<file path="src/rtl/fp32_pkg.sv">
// fp32_pkg: shared single-precision constants and field layout for the FP
// adder back end.
//   EXP_W / FRAC_W : exponent and fraction widths of an IEEE-754 single
//   BIAS / EXP_MAX : exponent bias and the all-ones (inf/NaN) exponent code
//   LZC_W          : width of the leading-zero counter input
//   QNAN/INF/ZERO  : canonical packed encodings (sign bit clear)
//   fp32_t         : packed {sign, exp, frac} view of a 32-bit word
package fp32_pkg;

  localparam int EXP_W   = 8;
  localparam int FRAC_W  = 23;
  localparam int BIAS    = 127;
  localparam int EXP_MAX = 255;
  localparam int LZC_W   = FRAC_W + 2;

  localparam logic [31:0] QNAN = 32'h7FC0_0000;
  localparam logic [31:0] INF  = 32'h7F80_0000;
  localparam logic [31:0] ZERO = 32'h0000_0000;

  typedef struct packed {
    logic               sign;
    logic [EXP_W-1:0]   exp;
    logic [FRAC_W-1:0]  frac;
  } fp32_t;

endpackage

</file>
<file path="src/rtl/lzc25.sv">
// lzc25: combinational 25-bit leading-zero counter.
//   vec_i      : vector to scan, MSB first
//   count_o    : number of zeros above the most significant one (0..24);
//                reads 25 when the vector is all zero
//   all_zero_o : vec_i has no bit set
module lzc25
  import fp32_pkg::*;
(
  input  logic [LZC_W-1:0] vec_i,
  output logic [4:0]       count_o,
  output logic             all_zero_o
);

  // One-hot marker of the most significant set bit.
  logic [LZC_W-1:0] first_one;

  genvar gi;
  generate
    for (gi = 0; gi < LZC_W; gi++) begin : g_first
      if (gi == LZC_W - 1) begin : g_top
        assign first_one[gi] = vec_i[gi];
      end else begin : g_low
        assign first_one[gi] = vec_i[gi] & ~|vec_i[LZC_W-1:gi+1];
      end
    end
  endgenerate

  // first_one is one-hot, so OR-ing the encodings of its set bit is exact.
  always_comb begin
    count_o    = '0;
    all_zero_o = ~|vec_i;
    for (int i = 0; i < LZC_W; i++) begin
      if (first_one[i]) begin
        count_o = count_o | 5'(LZC_W - 1 - i);
      end
    end
    if (all_zero_o) begin
      count_o = 5'(LZC_W);
    end
  end

endmodule

</file>
<file path="src/rtl/norm_round_pack.sv">
// norm_round_pack: normalise / round-to-nearest-even / pack back end of the
// single-precision adder. Two register stages plus a registered output,
// all advancing together whenever the output is free or being consumed.
//   clk, rst            : clock, synchronous active-high reset
//   in_valid/in_ready   : input handshake (in_ready = pipe may advance)
//   sig_in              : raw sum {carry, hidden, fraction}
//   grs_in              : guard, round, sticky bits below sig_in[0]
//   exp_in, sign_in     : biased exponent of the larger operand, result sign
//   out_valid/out_ready : output handshake; outputs hold while stalled
//   out_data            : packed IEEE-754 result
//   out_ovf/unf/zero    : overflow to inf, flush to zero, exact zero
module norm_round_pack
  import fp32_pkg::fp32_t;
  import fp32_pkg::EXP_MAX;
  import fp32_pkg::INF;
  import fp32_pkg::ZERO;
#(
  parameter int EXP_W  = 8,   // only 8 is supported
  parameter int FRAC_W = 23
) (
  input  logic              clk,
  input  logic              rst,
  input  logic              in_valid,
  output logic              in_ready,
  input  logic [FRAC_W+1:0] sig_in,
  input  logic [2:0]        grs_in,
  input  logic [EXP_W-1:0]  exp_in,
  input  logic              sign_in,
  output logic              out_valid,
  input  logic              out_ready,
  output logic [31:0]       out_data,
  output logic              out_ovf,
  output logic              out_unf,
  output logic              out_zero
);

  localparam int SIG_W = FRAC_W + 2;   // carry + hidden + fraction
  localparam int M_W   = FRAC_W + 1;   // normalised significand
  localparam int N_W   = M_W + 3;      // significand plus G, R, S
  localparam int E_W   = EXP_W + 2;    // signed exponent with headroom

  localparam logic signed [E_W-1:0] E_ONE   = {{(E_W-1){1'b0}}, 1'b1};
  localparam logic signed [E_W-1:0] E_ZERO  = '0;
  localparam logic signed [E_W-1:0] E_MAX_S = EXP_MAX[E_W-1:0];

  logic adv;

  // ---------------- stage 1: input capture + leading-zero count ---------
  logic             s1_valid_q, s1_valid_d;
  logic [SIG_W-1:0] s1_sig_q,   s1_sig_d;
  logic [2:0]       s1_grs_q,   s1_grs_d;
  logic [EXP_W-1:0] s1_exp_q,   s1_exp_d;
  logic             s1_sign_q,  s1_sign_d;
  logic [4:0]       s1_lz_q,    s1_lz_d;
  logic             s1_zero_q,  s1_zero_d;

  logic [4:0] lzc_count;
  logic       lzc_all_zero;

  // A zero is appended so the counter scans sig[23:0] only; an all-zero
  // scan then means the whole hidden+fraction field is empty.
  lzc25 u_lzc (
    .vec_i      ({sig_in[M_W-1:0], 1'b0}),
    .count_o    (lzc_count),
    .all_zero_o (lzc_all_zero)
  );

  // ---------------- stage 2: normalised significand + exponent ----------
  logic                  s2_valid_q, s2_valid_d;
  logic [N_W-1:0]        s2_n_q,     s2_n_d;
  logic signed [E_W-1:0] s2_e_q,     s2_e_d;
  logic                  s2_zero_q,  s2_zero_d;
  logic                  s2_sign_q,  s2_sign_d;

  logic [N_W-1:0]        norm_n;
  logic signed [E_W-1:0] norm_e;

  // ---------------- output stage ----------------------------------------
  logic        out_valid_q, out_valid_d;
  logic [31:0] out_data_q,  out_data_d;
  logic        out_ovf_q,   out_ovf_d;
  logic        out_unf_q,   out_unf_d;
  logic        out_zero_q,  out_zero_d;

  logic [M_W-1:0]        m;
  logic                  g_bit, r_bit, s_bit, round_up;
  logic [M_W:0]          m_sum;
  logic [FRAC_W-1:0]     frac_rnd;
  logic signed [E_W-1:0] e_rnd;
  logic                  unused_hidden;
  fp32_t                 res;
  logic                  res_ovf, res_unf, res_zero;

  assign adv      = ~out_valid_q | out_ready;
  assign in_ready = adv;

  always_comb begin
    s1_valid_d = s1_valid_q;
    s1_sig_d   = s1_sig_q;
    s1_grs_d   = s1_grs_q;
    s1_exp_d   = s1_exp_q;
    s1_sign_d  = s1_sign_q;
    s1_lz_d    = s1_lz_q;
    s1_zero_d  = s1_zero_q;
    if (adv) begin
      s1_valid_d = in_valid;
      s1_sig_d   = sig_in;
      s1_grs_d   = grs_in;
      s1_exp_d   = exp_in;
      s1_sign_d  = sign_in;
      s1_lz_d    = lzc_all_zero ? 5'd24 : lzc_count;
      s1_zero_d  = lzc_all_zero & ~sig_in[SIG_W-1] & ~|grs_in;
    end
  end

  // Normalisation. The hidden-bit-set case is the lz=0 instance of the
  // left-shift path, so it needs no branch of its own.
  always_comb begin
    if (s1_sig_q[SIG_W-1]) begin
      norm_n = {s1_sig_q, s1_grs_q[2], |s1_grs_q[1:0]};
      norm_e = $signed({2'b00, s1_exp_q}) + E_ONE;
    end else begin
      norm_n = {s1_sig_q[M_W-1:0], s1_grs_q} << s1_lz_q;
      norm_e = $signed({2'b00, s1_exp_q}) - $signed({{(E_W-5){1'b0}}, s1_lz_q});
    end
  end

  always_comb begin
    s2_valid_d = s2_valid_q;
    s2_n_d     = s2_n_q;
    s2_e_d     = s2_e_q;
    s2_zero_d  = s2_zero_q;
    s2_sign_d  = s2_sign_q;
    if (adv) begin
      s2_valid_d = s1_valid_q;
      s2_n_d     = norm_n;
      s2_e_d     = norm_e;
      s2_zero_d  = s1_zero_q;
      s2_sign_d  = s1_sign_q;
    end
  end

  // Round to nearest, ties to even.
  assign m        = s2_n_q[N_W-1:3];
  assign g_bit    = s2_n_q[2];
  assign r_bit    = s2_n_q[1];
  assign s_bit    = s2_n_q[0];
  assign round_up = g_bit & (r_bit | s_bit | m[0]);
  assign m_sum    = {1'b0, m} + {{M_W{1'b0}}, round_up};
  // The hidden bit of the rounded significand is implicit in the packing.
  assign unused_hidden = m_sum[M_W-1];

  // A carry out of rounding leaves 1.000..0, i.e. an empty fraction and a
  // bumped exponent.
  always_comb begin
    if (m_sum[M_W]) begin
      frac_rnd = '0;
      e_rnd    = s2_e_q + E_ONE;
    end else begin
      frac_rnd = m_sum[FRAC_W-1:0];
      e_rnd    = s2_e_q;
    end
  end

  always_comb begin
    res      = ZERO;
    res_ovf  = 1'b0;
    res_unf  = 1'b0;
    res_zero = 1'b0;
    if (s2_zero_q) begin
      res_zero = 1'b1;
    end else if (e_rnd <= E_ZERO) begin
      res.sign = s2_sign_q;
      res_unf  = 1'b1;
    end else if (e_rnd >= E_MAX_S) begin
      res      = INF;
      res.sign = s2_sign_q;
      res_ovf  = 1'b1;
    end else begin
      res.sign = s2_sign_q;
      res.exp  = e_rnd[EXP_W-1:0];
      res.frac = frac_rnd;
    end
  end

  // Result registers only load on a real beat so a stalled or idle output
  // keeps its last value.
  always_comb begin
    out_valid_d = out_valid_q;
    out_data_d  = out_data_q;
    out_ovf_d   = out_ovf_q;
    out_unf_d   = out_unf_q;
    out_zero_d  = out_zero_q;
    if (adv) begin
      out_valid_d = s2_valid_q;
      if (s2_valid_q) begin
        out_data_d = res;
        out_ovf_d  = res_ovf;
        out_unf_d  = res_unf;
        out_zero_d = res_zero;
      end
    end
  end

  always_ff @(posedge clk) begin
    if (rst) begin
      s1_valid_q  <= 1'b0;
      s1_sig_q    <= '0;
      s1_grs_q    <= '0;
      s1_exp_q    <= '0;
      s1_sign_q   <= 1'b0;
      s1_lz_q     <= '0;
      s1_zero_q   <= 1'b0;
      s2_valid_q  <= 1'b0;
      s2_n_q      <= '0;
      s2_e_q      <= '0;
      s2_zero_q   <= 1'b0;
      s2_sign_q   <= 1'b0;
      out_valid_q <= 1'b0;
      out_data_q  <= '0;
      out_ovf_q   <= 1'b0;
      out_unf_q   <= 1'b0;
      out_zero_q  <= 1'b0;
    end else begin
      s1_valid_q  <= s1_valid_d;
      s1_sig_q    <= s1_sig_d;
      s1_grs_q    <= s1_grs_d;
      s1_exp_q    <= s1_exp_d;
      s1_sign_q   <= s1_sign_d;
      s1_lz_q     <= s1_lz_d;
      s1_zero_q   <= s1_zero_d;
      s2_valid_q  <= s2_valid_d;
      s2_n_q      <= s2_n_d;
      s2_e_q      <= s2_e_d;
      s2_zero_q   <= s2_zero_d;
      s2_sign_q   <= s2_sign_d;
      out_valid_q <= out_valid_d;
      out_data_q  <= out_data_d;
      out_ovf_q   <= out_ovf_d;
      out_unf_q   <= out_unf_d;
      out_zero_q  <= out_zero_d;
    end
  end

  assign out_valid = out_valid_q;
  assign out_data  = out_data_q;
  assign out_ovf   = out_ovf_q;
  assign out_unf   = out_unf_q;
  assign out_zero  = out_zero_q;

endmodule

</file>
<file path="config.mk">
export PLATFORM = sky130hd
export DESIGN_NAME = norm_round_pack
export DESIGN_NICKNAME = d
export VERILOG_FILES = /design/src/rtl/fp32_pkg.sv /design/src/rtl/lzc25.sv /design/src/rtl/norm_round_pack.sv
export SDC_FILE = /design/constraint.sdc
export NUM_CORES = 1
export LEC_CHECK = 0
export CORE_MARGIN = 2
export CORE_UTILIZATION = 51
export DETAILED_ROUTE_END_ITERATION = 10
export GPL_ROUTABILITY_DRIVEN = 0
export PLACE_DENSITY = 0.73
export SETUP_SLACK_MARGIN = 0.4
export SYNTH_ARGS = -nofsm -noshare
export SYNTH_HDL_FRONTEND = slang
export SYNTH_SLANG_ARGS = --single-unit
</file>
<file path="constraint.sdc">
create_clock -name clk -period 6.7 [get_ports clk]
set_clock_uncertainty 0.1 [all_clocks]
set_input_delay 1.34 -clock clk [delete_from_list [all_inputs] [get_ports clk]]
set_output_delay 1.34 -clock clk [all_outputs]
set_load 0.01 [all_outputs]
</file>
After elaboration in Yosys (flattened, before gate mapping) --
Index checks and enable logic that the tools add are counted.
Word-level totals: output and inout port bits 37, flip-flop bits (word level) 120, logic and storage cells 143, memories kept 0, latch bits 0, input port bits 41, bits in writable memories 0, ROM bits 0
Operators by class: div/mod/pow operators 0, eq/ne operators 0, $lt $le $gt $ge 2, muxes and demuxes 37, add/sub/neg operators 4, bitwise gates (word level) 31, shift operators 1, multipliers 0, reductions and logical operators 51
Operators by type and width (count):
- two-way mux 31 bit | 2
- two-way mux 5 bit | 9
- two-way mux 32 bit | 1
- two-way mux 4 bit | 8
- two-way mux 27 bit | 1
- << shifter 27 x 5 -> 27 bit | 1
- bitwise AND 1 bit | 26
- adder 24 x 1 -> 25 bit | 1
- zero test 1 bit | 25
- OR reduction 24 bit | 1
- two-way mux 23 bit | 1
- OR reduction 23 bit | 1
- OR reduction 22 bit | 1
- OR reduction 21 bit | 1
- two-way mux 10 bit | 2
- OR reduction 20 bit | 1
- OR reduction 19 bit | 1
- OR reduction 18 bit | 1
- OR reduction 17 bit | 1
- OR reduction 16 bit | 1
- OR reduction 15 bit | 1
- OR reduction 14 bit | 1
- OR reduction 13 bit | 1
- two-way mux 3 bit | 4
- 21 further kinds | 33

Logic depth before layout (Yosys ltp) --
word-level depth 27, gate-level depth with buffers 11, depth with buffers taken out 10

Hierarchy --
From an unflattened synthesis, not the netlist that was laid out.
Unflattened totals: cell total of the unflattened synthesis 948, area total of the unflattened synthesis 7178.1 um2
By module, submodules not included:
- norm_round_pack | area an instance 6822.8 um2, cells an instance 886, times used 1, sequential area each 2402.3 um2
- lzc25 | area an instance 355.3 um2, cells an instance 62, times used 1, sequential area each 0.0 um2

Worst setup path before layout --
No wires, ideal clock.
kind input -> output, start point input port out_ready, end point output port in_ready, slack 3037 ps, stages on the path 5, path buffers 3, arrival 2223 ps, cells stage by stage nor2b_1 clkbuf_1 inv_1 clkbuf_1 clkbuf_1
Between the ends: longest elaborated chain between the ends 1
RTL lines:
- start, declared | line norm_round_pack.sv:30 | input logic out_ready,
- OR 1 bit | line norm_round_pack.sv:94 | assign adv = ~out_valid_q | out_ready;
- end, declared | line norm_round_pack.sv:24 | output logic in_ready,
No other way between the ends.

Worst setup path in the final report --
Same ends and word-level chain as after synthesis.

==> impl_results.md <==
- # DRC: 0
- Min-delay src: out_data[25]$_SDFFE_PP0P_
- Hold path endpoint: out_data[25]$_SDFFE_PP0P_
- Initial core utilization: 0.523
- Worst setup EP type: output pin
- Distinct cells, synth: 57
- Fraction of layout cells with a size suffix above 1: 0.0927
- Crit path top cell by count: clkdlybuf4s50_1
- Syn nets: 926
- Final WL: 17300 um
- Final WS setup: 2800 ps
- Setup TNS: 0 ps
- Clock buffer depth: 2
- Worst path max stage delay: 520 ps
- Initial DRC Count: 615
- Number of global-route vias before repair: 5878
- IO Count: 78
- DP Area: 0.00775 mm^2
- Die Wd: 121 um
- Hold Vio Cnt, Final: 0
- First-pass GRT wire length: 29300 um
- Maxcap violations: 0
- FF-to-FF path depth: 9
- Clock transition at path regs: 50 ps
- P_leak: 3.07 nW
- Area Overhead vs Synth: 19.9%
- Tcrit/Tclk final: 0.581
- CTS Hold Bufs: 0
- Worst slew pin tran: 980 ps
- PortBufs: 77
- Max Freq: 257 MHz
- Design area: 0.00834 mm^2
- TritonCTS Buffers: 17
- Die area: 0.0146 mm^2
- Mapped cell area: 0.00696 mm^2
- Maximum fanout along the worst path: 2
- Crit Path Class: primary input to output pin
- Row count: 42
- Worst setup path startpoint: out_ready
- Crit start category: primary input
- DP Worst Slack: 2410 ps
- R2r startpoint: s2_n_q[3]$_SDFFE_PP0N_
- Net count, final: 965
- Worst-Skew Late Latency: 420 ps
- Power Total: 1.98 mW
- FF+latch count, synth: 120
- H-tree depth: 4
- Register area share after synthesis: 0.345
- Ant diodes: 0
- CP arrival: 2460 ps
- CTS tree: done
- R2R setup slack: 3380 ps
- Largest net degree at the start of global routing: 93
- Detail Route Antenna Nets: 0
- Total GRT Usage: 0.250
- Crit-path slowest cell: clkdlybuf4s50_1
- Post-synth EDFFs: 0
- TritonCTS Sinks: 120
- Status: finished clean
- Post-cts gate resize count: 0
- Grt ovf: 0
- Dpl hpwl: 12000 um
- Initial antenna violation count: 0
- Synth Warn #: 0
- RSZ-0062 raised after global routing: false
- Core area: 0.0133 mm^2
- Root buf cell: clkbuf_16
- Post-CTS Setup Inserts: 0
- Mapped Cells: 876
- RR Endpoint: out_data[5]$_SDFFE_PP0P_
- Setup violations, final: 0
- Max_slew headroom: 0.346
- WL/cell: 15.7 um
- Async SR Flop Fraction: 0
- CP Cell Sequence: clkdlybuf4s50_1 -> nor2b_4 -> inv_2 -> clkdlybuf4s50_1
- Post-Syn Area per Cell: 7.94 um^2
- Vias post-DR: 6496
- Power Dens Cells: 237 mW/mm^2
- DR vias/cell: 5.88
- Period minus WS final: 3900 ps
- Slew Viols, Final: 0
- WP data required: 5260 ps
- HP Class: register to register
- Die height: 121 um
- Worst VDD drop: 166 uV
- Synth Flop Type: dfxtp_1
- WHS Path Cells: 1
- Initial DRT Pass Iterations: 5
==> kinds of logic after synthesis <==
family	after synthesis	synth area share
AND/OR/NAND/NOR	370	0.242
AO/OA/AOI/OAI	213	0.200
flip-flops	120	0.345
buffers and inverters	86	0.0482
multiplexers	40	0.0989
XOR/XNOR	38	0.0478
adder cells (fa/ha/maj)	9	0.0173
==> cell usage after synthesis (10+ instances only) <==
master      n  share of area
nand2_1   182          0.098
dfxtp_1   120           0.35
a21oi_1    74          0.053
nor2_1     68          0.037
clkbuf_1   54          0.029
nor3_1     32          0.023
o21ai_0    31          0.022
mux4_2     23          0.074
xor2_1     23          0.029
a211oi_1   20          0.022
inv_1      20          0.011
nand3_1    20          0.014
a221oi_1   19          0.024
mux2i_1    17          0.024
xnor2_1    15          0.019
nor4_1     12          0.011
nand4_1    11         0.0099
o21ai_2    10          0.013
==> worst max-delay path by stage <==
stage / end / depth (start not counted)
floorplan: in_ready / 5
global placement: out_data[6]$_SDFFE_PP0P_ / 10
detailed placement: out_data[5]$_SDFFE_PP0P_ / 10
CTS: in_ready / 4
global route: out_data[12]$_SDFFE_PP0P_ / 10
finish: in_ready / 4
==> metal layers <==
| layer | up-vias | share of wire | track usage |
|---|---|---|---|
| met5 | - | 0 | 0 |
| met4 | 0 | 0.027 | 0.108 |
| met3 | 39 | 0.067 | 0.0462 |
| met2 | 273 | 0.43 | 0.360 |
| met1 | 2938 | 0.47 | 0.365 |
| li1 | 3246 | - | - |
==> state kept, by name (all words and copies together), names as in the netlist, 3 cells and up <==
register  cells
s1_sig_q     25
s2_e_q       10
s1_lz_q       5
s1_grs_q      3
s2_n_q       27
out_data     32
s1_exp_q      8
==> cells in the final DEF, fill, tap and decap left out, types with 5 or more instances in the layout <==
cell and count:
a211oi_1 20, a21oi_1 73, a221oi_1 19, a22o_1 5, a311oi_1 5, and3_1 9
buf_4 7, clkbuf_16 17, clkdlybuf4s50_1 76, dfxtp_1 119, ha_1 8, inv_1 19
mux2i_1 17, mux4_2 23, nand2_1 182, nand2b_1 6, nand3_1 20, nand3b_1 5
nand4_1 11, nor2_1 68, nor3_1 32, nor4_1 12, o21ai_0 31, o21ai_2 10
o22ai_1 5, o31ai_1 9, xnor2_1 15, xor2_1 23
==> final cells by class <==
type | count | area [um^2]
Clock buffer | 21 | 460
Clock inverter | 11 | 123
Fill cell | 1193 | 4960
Inverter | 22 | 82.6
Multi-Input combinational cell | 670 | 4230
Sequential cell | 120 | 2400
Tap cell | 176 | 220
Timing Repair Buffer | 84 | 818
==> worst max-delay path, delay by kind of cell <==
family,cells,cell delay [ps]
buf+inv,3,1060
simple gates,1,50
==> stage by stage <==
stage               utilization  hold WS, ps  std cells
global route              0.627          364       1104
finish                    0.627          347       1104
floorplan                     -          327        876
global placement          0.583          335       1072
CTS                       0.627          351       1104
detailed placement        0.583          339       1072
==> where the power goes <==
group          internal, mW  total, mW  switching [mW]
combinational         0.130      0.269           0.139
clock                 0.566      0.892           0.326
sequential            0.754      0.815          0.0617
No activity file was read; power rests on OpenSTA's default activity.
